==> config.mk <==
export PLATFORM = sky130hd
export DESIGN_NAME = alu_mc
export DESIGN_NICKNAME = d
export VERILOG_FILES = /design/src/rtl/alu_pkg.sv /design/src/rtl/alu_muldiv_iter.sv /design/src/rtl/alu_mc.sv
export SDC_FILE = /design/constraint.sdc
export NUM_CORES = 1
export LEC_CHECK = 0
export ABC_AREA = 0
export BUFFER_PORTS_ARGS = -buffer_cell sky130_fd_sc_hd__buf_2
export CORE_MARGIN = 8
export CORE_UTILIZATION = 50
export DETAILED_ROUTE_END_ITERATION = 12
export PLACE_DENSITY_LB_ADDON = 0.3
export SLEW_MARGIN = 20
export SYNTH_ARGS = -nofsm -noshare
export SYNTH_HDL_FRONTEND = slang
export SYNTH_SLANG_ARGS = --single-unit
==> constraint.sdc <==
create_clock -name clk -period 12.1 [get_ports clk]
set_input_delay 2.42 -clock clk [delete_from_list [all_inputs] [get_ports clk]]
set_output_delay 2.42 -clock clk [all_outputs]
set_load 0.005 [all_outputs]
==> src/rtl/alu_pkg.sv <==
// Shared opcode encodings, FSM state type and op classification for alu_mc.
package alu_pkg;

  localparam logic [3:0] OP_AND  = 4'b0000;
  localparam logic [3:0] OP_OR   = 4'b0001;
  localparam logic [3:0] OP_ADD  = 4'b0010;
  localparam logic [3:0] OP_MULU = 4'b0011;
  localparam logic [3:0] OP_DIVU = 4'b0100;
  localparam logic [3:0] OP_SLTU = 4'b0101;
  localparam logic [3:0] OP_SUB  = 4'b0110;
  localparam logic [3:0] OP_SLT  = 4'b0111;
  localparam logic [3:0] OP_PASS = 4'b1000;
  localparam logic [3:0] OP_XOR  = 4'b1001;
  localparam logic [3:0] OP_NOR  = 4'b1010;

  typedef enum logic [1:0] {
    S_IDLE = 2'd0,
    S_RUN  = 2'd1,
    S_DONE = 2'd2
  } state_t;

  // True for the ops that go through the bit-serial multiply/divide engine.
  function automatic logic is_iter(input logic [3:0] op);
    return (op == OP_MULU) || (op == OP_DIVU);
  endfunction

endpackage

==> src/rtl/alu_muldiv_iter.sv <==
// Bit-serial unsigned multiply (shift-add) and restoring divide engine.
// One bit per clock; res_lo/res_hi present the value the registers take on the
// current edge, so the caller can capture the final answer on the edge where
// last is high without an extra pipeline cycle.
module alu_muldiv_iter #(
  parameter int WIDTH = 32,
  parameter int CNT_W = $clog2(WIDTH + 1)
) (
  input  logic             clk,
  input  logic             srst,
  input  logic             start,
  input  logic             is_div,
  input  logic [WIDTH-1:0] a,
  input  logic [WIDTH-1:0] b,
  output logic             last,
  output logic             div_sel,
  output logic             div_zero,
  output logic [WIDTH-1:0] res_lo,
  output logic [WIDTH-1:0] res_hi
);

  logic             run_reg;
  logic             div_reg;
  logic [CNT_W-1:0] cnt_reg;
  logic [WIDTH-1:0] hi_reg;    // product high half / partial remainder
  logic [WIDTH-1:0] lo_reg;    // multiplier shifting out, product low in / dividend out, quotient in
  logic [WIDTH-1:0] opnd_reg;  // multiplicand / divisor

  logic [WIDTH:0]   mul_sum;
  logic [WIDTH:0]   div_shift;
  logic [WIDTH:0]   div_diff;
  logic [WIDTH-1:0] hi_next;
  logic [WIDTH-1:0] lo_next;

  // One iteration step. For division the borrow bit (div_diff[WIDTH]) decides
  // restore vs keep; with a zero divisor it never borrows, which naturally
  // yields an all-ones quotient and a remainder equal to the dividend.
  always_comb begin
    mul_sum   = {1'b0, hi_reg} + (lo_reg[0] ? {1'b0, opnd_reg} : '0);
    div_shift = {hi_reg, lo_reg[WIDTH-1]};
    div_diff  = div_shift - {1'b0, opnd_reg};
    hi_next   = mul_sum[WIDTH:1];
    lo_next   = {mul_sum[0], lo_reg[WIDTH-1:1]};
    if (div_reg) begin
      hi_next = div_diff[WIDTH] ? div_shift[WIDTH-1:0] : div_diff[WIDTH-1:0];
      lo_next = {lo_reg[WIDTH-2:0], ~div_diff[WIDTH]};
    end
  end

  assign last     = run_reg && (cnt_reg == CNT_W'(WIDTH - 1));
  assign div_sel  = div_reg;
  assign div_zero = div_reg && (opnd_reg == '0);
  assign res_lo   = lo_next;
  assign res_hi   = hi_next;

  // Operand latch on start, then one shift/add or shift/subtract per edge.
  always_ff @(posedge clk) begin
    if (srst) begin
      run_reg  <= 1'b0;
      div_reg  <= 1'b0;
      cnt_reg  <= '0;
      hi_reg   <= '0;
      lo_reg   <= '0;
      opnd_reg <= '0;
    end else if (start) begin
      run_reg  <= 1'b1;
      div_reg  <= is_div;
      cnt_reg  <= '0;
      hi_reg   <= '0;
      lo_reg   <= a;
      opnd_reg <= b;
    end else if (run_reg) begin
      hi_reg  <= hi_next;
      lo_reg  <= lo_next;
      cnt_reg <= cnt_reg + CNT_W'(1);
      if (last) begin
        run_reg <= 1'b0;
      end
    end
  end

endmodule

==> src/rtl/alu_mc.sv <==
// Multi-cycle ALU: single-cycle arithmetic/logic datapath, start/busy/done FSM,
// registered results and architected N/Z/V/C flags.
module alu_mc
  import alu_pkg::*;
#(
  parameter int WIDTH = 32,
  parameter int CNT_W = $clog2(WIDTH + 1)
) (
  input  logic             clk,
  input  logic             reset,
  input  logic             start,
  input  logic [3:0]       op,
  input  logic [WIDTH-1:0] a,
  input  logic [WIDTH-1:0] b,
  input  logic             flag_we,
  output logic             busy,
  output logic             done,
  output logic [WIDTH-1:0] result,
  output logic [WIDTH-1:0] result_hi,
  output logic             zout,
  output logic             illegal,
  output logic             div0,
  output logic             status_n,
  output logic             status_z,
  output logic             status_v,
  output logic             status_c
);

  state_t state_reg, state_next;

  logic             we_reg;
  logic [WIDTH-1:0] result_reg, result_hi_reg;
  logic             illegal_reg, div0_reg;
  logic             n_reg, z_reg, v_reg, c_reg;

  // Single-cycle datapath signals
  logic [WIDTH:0]   add_full, sub_full;
  logic             add_v, sub_v, slt_bit, sltu_bit;
  logic [WIDTH-1:0] sc_res;
  logic             sc_v, sc_c, sc_legal;

  // Iterator handshake
  logic             iter_start, it_last, it_div, it_div_zero;
  logic [WIDTH-1:0] it_lo, it_hi;

  // Values captured into the output registers on the DONE-entry edge
  logic             cap;
  logic [WIDTH-1:0] cap_res, cap_hi;
  logic             cap_v, cap_c, cap_ill, cap_div0, cap_we;

  assign add_full = {1'b0, a} + {1'b0, b};
  assign sub_full = {1'b0, a} + {1'b0, ~b} + {{WIDTH{1'b0}}, 1'b1};
  assign add_v    = (a[WIDTH-1] == b[WIDTH-1]) && (add_full[WIDTH-1] != a[WIDTH-1]);
  assign sub_v    = (a[WIDTH-1] != b[WIDTH-1]) && (sub_full[WIDTH-1] != a[WIDTH-1]);
  // N^V of a-b stays correct when the subtraction overflows.
  assign slt_bit  = sub_full[WIDTH-1] ^ sub_v;
  assign sltu_bit = ~sub_full[WIDTH];

  // Single-cycle result and V/C; compares and logic ops leave V=C=0.
  always_comb begin
    sc_res   = '0;
    sc_v     = 1'b0;
    sc_c     = 1'b0;
    sc_legal = 1'b1;
    case (op)
      OP_ADD:  begin sc_res = add_full[WIDTH-1:0]; sc_v = add_v; sc_c = add_full[WIDTH]; end
      OP_SUB:  begin sc_res = sub_full[WIDTH-1:0]; sc_v = sub_v; sc_c = sub_full[WIDTH]; end
      OP_SLT:  sc_res = {{(WIDTH-1){1'b0}}, slt_bit};
      OP_SLTU: sc_res = {{(WIDTH-1){1'b0}}, sltu_bit};
      OP_AND:  sc_res = a & b;
      OP_OR:   sc_res = a | b;
      OP_NOR:  sc_res = ~(a | b);
      OP_XOR:  sc_res = a ^ b;
      OP_PASS: sc_res = a;
      default: sc_legal = 1'b0;
    endcase
  end

  alu_muldiv_iter #(
    .WIDTH (WIDTH),
    .CNT_W (CNT_W)
  ) u_iter (
    .clk      (clk),
    .srst     (reset),
    .start    (iter_start),
    .is_div   (op == OP_DIVU),
    .a        (a),
    .b        (b),
    .last     (it_last),
    .div_sel  (it_div),
    .div_zero (it_div_zero),
    .res_lo   (it_lo),
    .res_hi   (it_hi)
  );

  // Next-state logic and selection of the values committed on DONE entry.
  always_comb begin
    state_next = state_reg;
    iter_start = 1'b0;
    cap        = 1'b0;
    cap_res    = '0;
    cap_hi     = '0;
    cap_v      = 1'b0;
    cap_c      = 1'b0;
    cap_ill    = 1'b0;
    cap_div0   = 1'b0;
    cap_we     = 1'b0;
    case (state_reg)
      S_IDLE: begin
        if (start) begin
          if (is_iter(op)) begin
            state_next = S_RUN;
            iter_start = 1'b1;
          end else begin
            state_next = S_DONE;
            cap        = 1'b1;
            cap_res    = sc_res;
            cap_v      = sc_v;
            cap_c      = sc_c;
            cap_ill    = ~sc_legal;
            cap_we     = flag_we & sc_legal;
          end
        end
      end
      S_RUN: begin
        if (it_last) begin
          state_next = S_DONE;
          cap        = 1'b1;
          cap_res    = it_lo;
          cap_hi     = it_hi;
          cap_c      = ~it_div & (|it_hi);
          cap_div0   = it_div_zero;
          cap_we     = we_reg;
        end
      end
      S_DONE:  state_next = S_IDLE;
      default: state_next = S_IDLE;
    endcase
  end

  // State, latched flag enable, result registers and flag registers.
  always_ff @(posedge clk) begin
    if (reset) begin
      state_reg     <= S_IDLE;
      we_reg        <= 1'b0;
      result_reg    <= '0;
      result_hi_reg <= '0;
      illegal_reg   <= 1'b0;
      div0_reg      <= 1'b0;
      n_reg         <= 1'b0;
      z_reg         <= 1'b0;
      v_reg         <= 1'b0;
      c_reg         <= 1'b0;
    end else begin
      state_reg   <= state_next;
      illegal_reg <= cap & cap_ill;
      div0_reg    <= cap & cap_div0;
      if (iter_start) begin
        we_reg <= flag_we;
      end
      if (cap) begin
        result_reg    <= cap_res;
        result_hi_reg <= cap_hi;
        if (cap_we) begin
          n_reg <= cap_res[WIDTH-1];
          z_reg <= (cap_res == '0);
          v_reg <= cap_v;
          c_reg <= cap_c;
        end
      end
    end
  end

  assign busy      = (state_reg == S_RUN);
  assign done      = (state_reg == S_DONE);
  assign result    = result_reg;
  assign result_hi = result_hi_reg;
  assign zout      = ~|result_reg;
  assign illegal   = illegal_reg;
  assign div0      = div0_reg;
  assign status_n  = n_reg;
  assign status_z  = z_reg;
  assign status_v  = v_reg;
  assign status_c  = c_reg;

endmodule

; After elaboration in Yosys (flattened, before gate mapping)
; Index checks and enable logic that the tools add are counted.
[totals]
rom_bits = 0
latchBits = 0
register_bits = 177
wordCells = 118
out_inout_bits = 73
mem_count = 0
ram_bits = 0
inputBits = 72
[op_classes]
n_bitwise = 14
div_mod_pow = 0
addsub = 6
n_eq_ne = 19
n_lt_le_gt_ge = 0
shift = 0
multipliers = 0
muxes = 46
reduce_logical = 17
[op_table]
columns = operator, count
row1 = $mux 32, 11
row2 = $pmux 32 s9, 1
row3 = $add 32x32->33, 2
row4 = $logic_not 32->1, 2
row5 = $not 32->32, 2
row6 = $pmux 32 s2, 1
row7 = $reduce_or 32->1, 2
row8 = $add 32x33->33, 1
row9 = $add 33x1->33 const B, 1
row10 = $sub 33x32->33, 1
row11 = $and 32x32->32, 1
row12 = $or 32x32->32, 1
row13 = $xor 32x32->32, 1
row14 = $mux 1, 24
row15 = $eq 4x3->1 const B, 4
row16 = $eq 4x4->1 const B, 3
row17 = $pmux 1 s2, 5
row18 = $reduce_or 9->1, 1
row19 = $eq 4x2->1 const B, 2
row20 = $add 6x1->6 const B, 1
row21 = $eq 6x5->1 const B, 1
row22 = $mux 2, 3
row23 = $and 1x1->1, 4
row24 = $eq 4x1->1 const B, 1
row25 = other kinds (17), 26

; Longest topological paths before layout
[logic_depth]
ltp_word = 11
mapped_depth = 23
mapped_depth_nobuf = 22

; Modules after synthesis
; A second synthesis with hierarchy kept.
[hier_totals]
hier_cells = 2559
area_unflattened_um2 = 18397.6
[modules_own_cells]
columns = mod, seq_area_each_um2, area_per_inst_um2, cells_each, instances
row1 = alu_mc, 1461.4, 9379.0, 1356, 1
row2 = alu_muldiv_iter, 2082.0, 9018.6, 1203, 1

; Worst setup path before layout
; No wires, ideal clock.
[synth_path]
path_kind = input port to flip-flop
startpoint = in a[8]
endpoint = reg z_reg, in the netlist status_z
t_required_ns = 12.041
path_buffers = 1
stages = 20
arrival_ns = 6.536
setup_slack_ns = 5.505
setup_ns = 0.059
path_cell_list = inv_1 > ha_1 > clkbuf_1 > nor4_1 > o21ai_0 > o311ai_0 > o211ai_1 > a222oi_1 > a311o_1 > a21oi_1 > o21ai_0 > a21oi_1 > o21bai_1 > fa_1 > a221oi_1 > a21oi_1 > a221oi_1 > nand4b_1 > nor4_1 > a31o_1
[synth_between]
elab_chain_len = 10
word_cells_on_any_way = 16
cone_classes = 3 x add/sub / 1 x eq/ne / 4 x mux / 6 x bitwise / 2 x reduce/logical
[synth_lines]
columns = element, line
row1 = start: declaration, alu_mc.sv:13  ; input logic [WIDTH-1:0] a,
row2 = $add 32x32->33, alu_mc.sv:52  ; assign sub_full = {1'b0, a} + {1'b0, ~b} + {{WIDTH{1'b0}}, 1'b1};
row3 = $add 33x1->33, alu_mc.sv:52
row4 = $ne 1x1->1, alu_mc.sv:54  ; assign sub_v = (a[WIDTH-1] != b[WIDTH-1]) && (sub_full[WIDTH-1] != a[WIDTH-1]);
row5 = $logic_and 1x1->1, alu_mc.sv:54
row6 = $xor 1x1->1, alu_mc.sv:56  ; assign slt_bit = sub_full[WIDTH-1] ^ sub_v;
row7 = $pmux 32 s9 (*), alu_mc.sv:65  ; case (op)
row8 = $mux 32 (*), alu_mc.sv:111  ; if (is_iter(op)) begin
row9 = $mux 32 (*), alu_mc.sv:110  ; if (start) begin
row10 = $pmux 32 s2 (*), alu_mc.sv:108  ; case (state_reg)
row11 = $logic_not 32->1 (*), alu_mc.sv:166  ; z_reg <= (cap_res == '0);
row12 = end signal: assignment, alu_mc.sv:166
row13 = end: declaration, alu_mc.sv:34  ; logic n_reg, z_reg, v_reg, c_reg;
; Mark *: on every way between the ends. The rest lies on a longest branch, timed or not.
; A chain may end at the register's enable or synchronous reset.

; Worst setup path after layout
; Ends and elaborated chain as after synthesis.

==> reports/results.tsv <==
stage	metric	value	unit
timing	slew_headroom	20.7	%
timing	grt_setup_unrepaired	no	
routing	drt_iter0_drc	2321	
floorplan	ioPinCount	145	
yosys	synth_top_family_by_area	compound AO/OA/AOI/OAI gates	
placed_design	dpl_cell_area	18400	sq um
yosys	synth_edf_count	0	
finish	drive_gt1_share	9.92	%
cts	clk_path_buf_depth	2	
placed_design	place_inst	2922	
setup_path	worst_r2r_endpoint	status_c$_SDFFE_PP0P_	
worst_hold_path	hold_depth	2	
routing	via_per_inst	6.58	
yosys	synth_nets	2694	
cts	insertion_delay	0.46	ns
routing	firstDrtPassIters	8	
grt	grt_max_degree	78	
cts	cts_setup_buffers	0	
routing	drt-total-wl	71.6	mm
setup_path	arrival	8.02	ns
floorplan	core-area	34500	sq um
grt	antenna_found_initial	1	
timing	tightest_slew	1.18	ns
yosys	syn_inst	2456	
timing	fmax	0.131	GHz
yosys	synthDominantCellAreaShare	20.3	%
yosys	yosysWarnings	0	
floorplan	die_h	203	microns
yosys	seq_area_frac_synth	20.3	%
yosys	ys_ff_latch	177	
yosys	syn_area	17500	sq um
timing	period_share	62.9	%
setup_path	critPathKind	input pin to flop	
finish	syn_to_final_growth	8.71	%
floorplan	start_util	50.7	%
setup_path	crit_fanout	11	
finish	nets	2725	
routing	drc	0	
yosys	synth-compound-area-share	27.8	%
placed_design	gp_congestion	1.03	
setup_path	critPathCaptureType	flop	
yosys	synthAdderAreaFrac	12.1	%
timing	hold_viol	0	
yosys	synth.distinct_cells	89	
cts	cts_tree	yes	
yosys	synthArstFlopShare	0	%
yosys	yosysTopAreaCell	dfxtp_1	
yosys	synth-simple-area-share	23.4	%
worst_hold_path	hold_class	flop to flop	
cts	cts_made_buffers	17	
finish	postLayoutCoreUtil	55.1	%
yosys	synthXorXnorAreaFrac	4.06	%
cts	clock_sinks	177	
run_status	status	finished, final reports clean	
cts	cts.clk_slew.worst_paths	0.08	ns
worst_hold_path	hold_path_end	result_hi[14]$_SDFFE_PP0P_	
floorplan	dieArea	41200	sq um
pwr	powerDensity	94.5	nW/um^2
grt	grt_overflow	0	
grt	grt.total_usage	33.4	%
finish	design_area	19000	sq um
setup_path	critPathLaunchType	input pin	
yosys	synth_area_leaders	dfxtp_1, ha_1, a21oi_1	
timing	setup_tns	0	ns
worst_hold_path	hold_start	result_hi[14]$_SDFFE_PP0P_	
timing	period_needed	7.61	ns
setup_path	reg2regPathDepth	17	
timing	report.final.slew_viol_count	0	
floorplan	rows	68	
routing	via_count	19441	
floorplan	dieWidth	203	microns
placed_design	dpl.hpwl	53.3	mm
setup_path	r2r_slack	6.57	ns
yosys	syn_area_per_cell	7.12	sq um
yosys	synthMostInstantiatedCell	nand2_1	
finish	layout.cells.non_filler	2956	
setup_path	cp.required	12.51	ns
cts	postCtsHoldBufs	0	
pwr	peakVddDrop	110	uV
run	maxCapViolations	0	
setup_path	timing.rr.start	u_iter.lo_reg[31]$_SDFFE_PP0P_	
grt	grt_pass1_vias	18354	
cts	cts-root-buf	clkbuf_16	
yosys	ys_top_cells_by_count	nand2_1, a21oi_1, nor2_1	
yosys	muxShareOfSynthArea	5.61	%
timing	finalClockSkew	0.0135	ns
pwr	finalPower	1.80	mW
pwr	p_leak	7.81	nW
cts	htreeDepth	4	
cts	ctsResizeCount	0	
routing	wire_per_inst	24.2	microns
yosys	yosys_most_used_dff	dfxtp_1	
routing	ant_nets	0	
placed_design	port_buffers	144	
grt	grt_pass1_wl	109	mm
timing	setup_viol	0	
## worst max-delay path by stage
stage,startpoint,to,slack (ns),cells after the start
after global placement,a[8],status_z$_SDFFE_PP0P_,4.33,20
after floorplan,a[8],status_z$_SDFFE_PP0P_,5.51,20
after global routing,a[8],status_z$_SDFFE_PP0P_,4.19,20
after CTS,a[8],status_z$_SDFFE_PP0P_,4.60,20
after detailed placement,a[8],status_z$_SDFFE_PP0P_,4.13,20
final,a[8],status_z$_SDFFE_PP0P_,4.49,20
## layout by cell type, fill, tap and decap left out, drive strengths merged, types with 23 or more instances in the layout
| master | count |
|---|---|
| o211ai | 54 |
| a21o | 37 |
| nor2 | 234 |
| a31oi | 35 |
| a21oi | 293 |
| mux2i | 80 |
| and2 | 39 |
| a211oi | 46 |
| buf | 168 |
| o21ai | 95 |
| nand3 | 75 |
| nor4 | 38 |
| nand2 | 322 |
| nor2b | 23 |
| xnor2 | 51 |
| dfxtp | 177 |
| ha | 161 |
| inv | 154 |
| nor3 | 38 |
| xor2 | 30 |
## final cells by class
cell class / instances / area (sq um)
tap: 455 / 569
timing repair buffer: 168 / 923
fill: 3385 / 15500
inverter: 150 / 563
sequential: 177 / 3550
multi-input combinational: 1973 / 12800
antenna: 1 / 2.50
clock inverter: 11 / 119
clock buffer: 21 / 472
## metrics by stage
stage | hold WS [ns] | setup slack, ns
4_1_cts | 0.464 | 4.60
2_1_floorplan | 0.445 | 5.51
5_1_grt | 0.479 | 4.19
3_3_place_gp | 0.448 | 4.33
3_5_place_dp | 0.455 | 4.13
6_report | 0.462 | 4.49
## logic make-up after synthesis
group | after synthesis
buffers and inverters | 306
multiplexers | 94
adder cells (fa/ha/maj) | 166
AND/OR/NAND/NOR | 882
flip-flops | 177
XOR/XNOR | 81
AO/OA/AOI/OAI | 750
## worst max-delay path: stages
cell and delay [ns]:
buf_2 0.15, inv_1 0.06, ha_1 0.44, inv_1 0.17, a21oi_1 0.11, o311ai_0 0.63
o211ai_1 0.29, a222oi_1 0.71, a311o_1 0.36, a21oi_1 0.09, o21ai_0 0.29, a21oi_1 0.12
o21bai_1 0.20, fa_1 0.48, a221oi_1 0.33, a21oi_1 0.12, a221oi_1 0.42, nand4b_1 0.17
nor4_1 0.27, a31o_1 0.18
## per-layer routing
metal	share of wire (%)	vias up	track usage [%]
met5	0	-	0
li1	-	8905	-
met1	41	9247	43.5
met3	10	172	6.63
met4	4.1	0	14.0
met2	45	1117	53.0
## power breakdown
group / internal (mW) / switching, mW / total [mW]
Clock: 0.307 / 0.282 / 0.590
Combinational: 0.205 / 0.380 / 0.585
Sequential: 0.597 / 0.0232 / 0.620
Total: 1.11 / 0.685 / 1.80
Power figures use the tool's default switching activity.
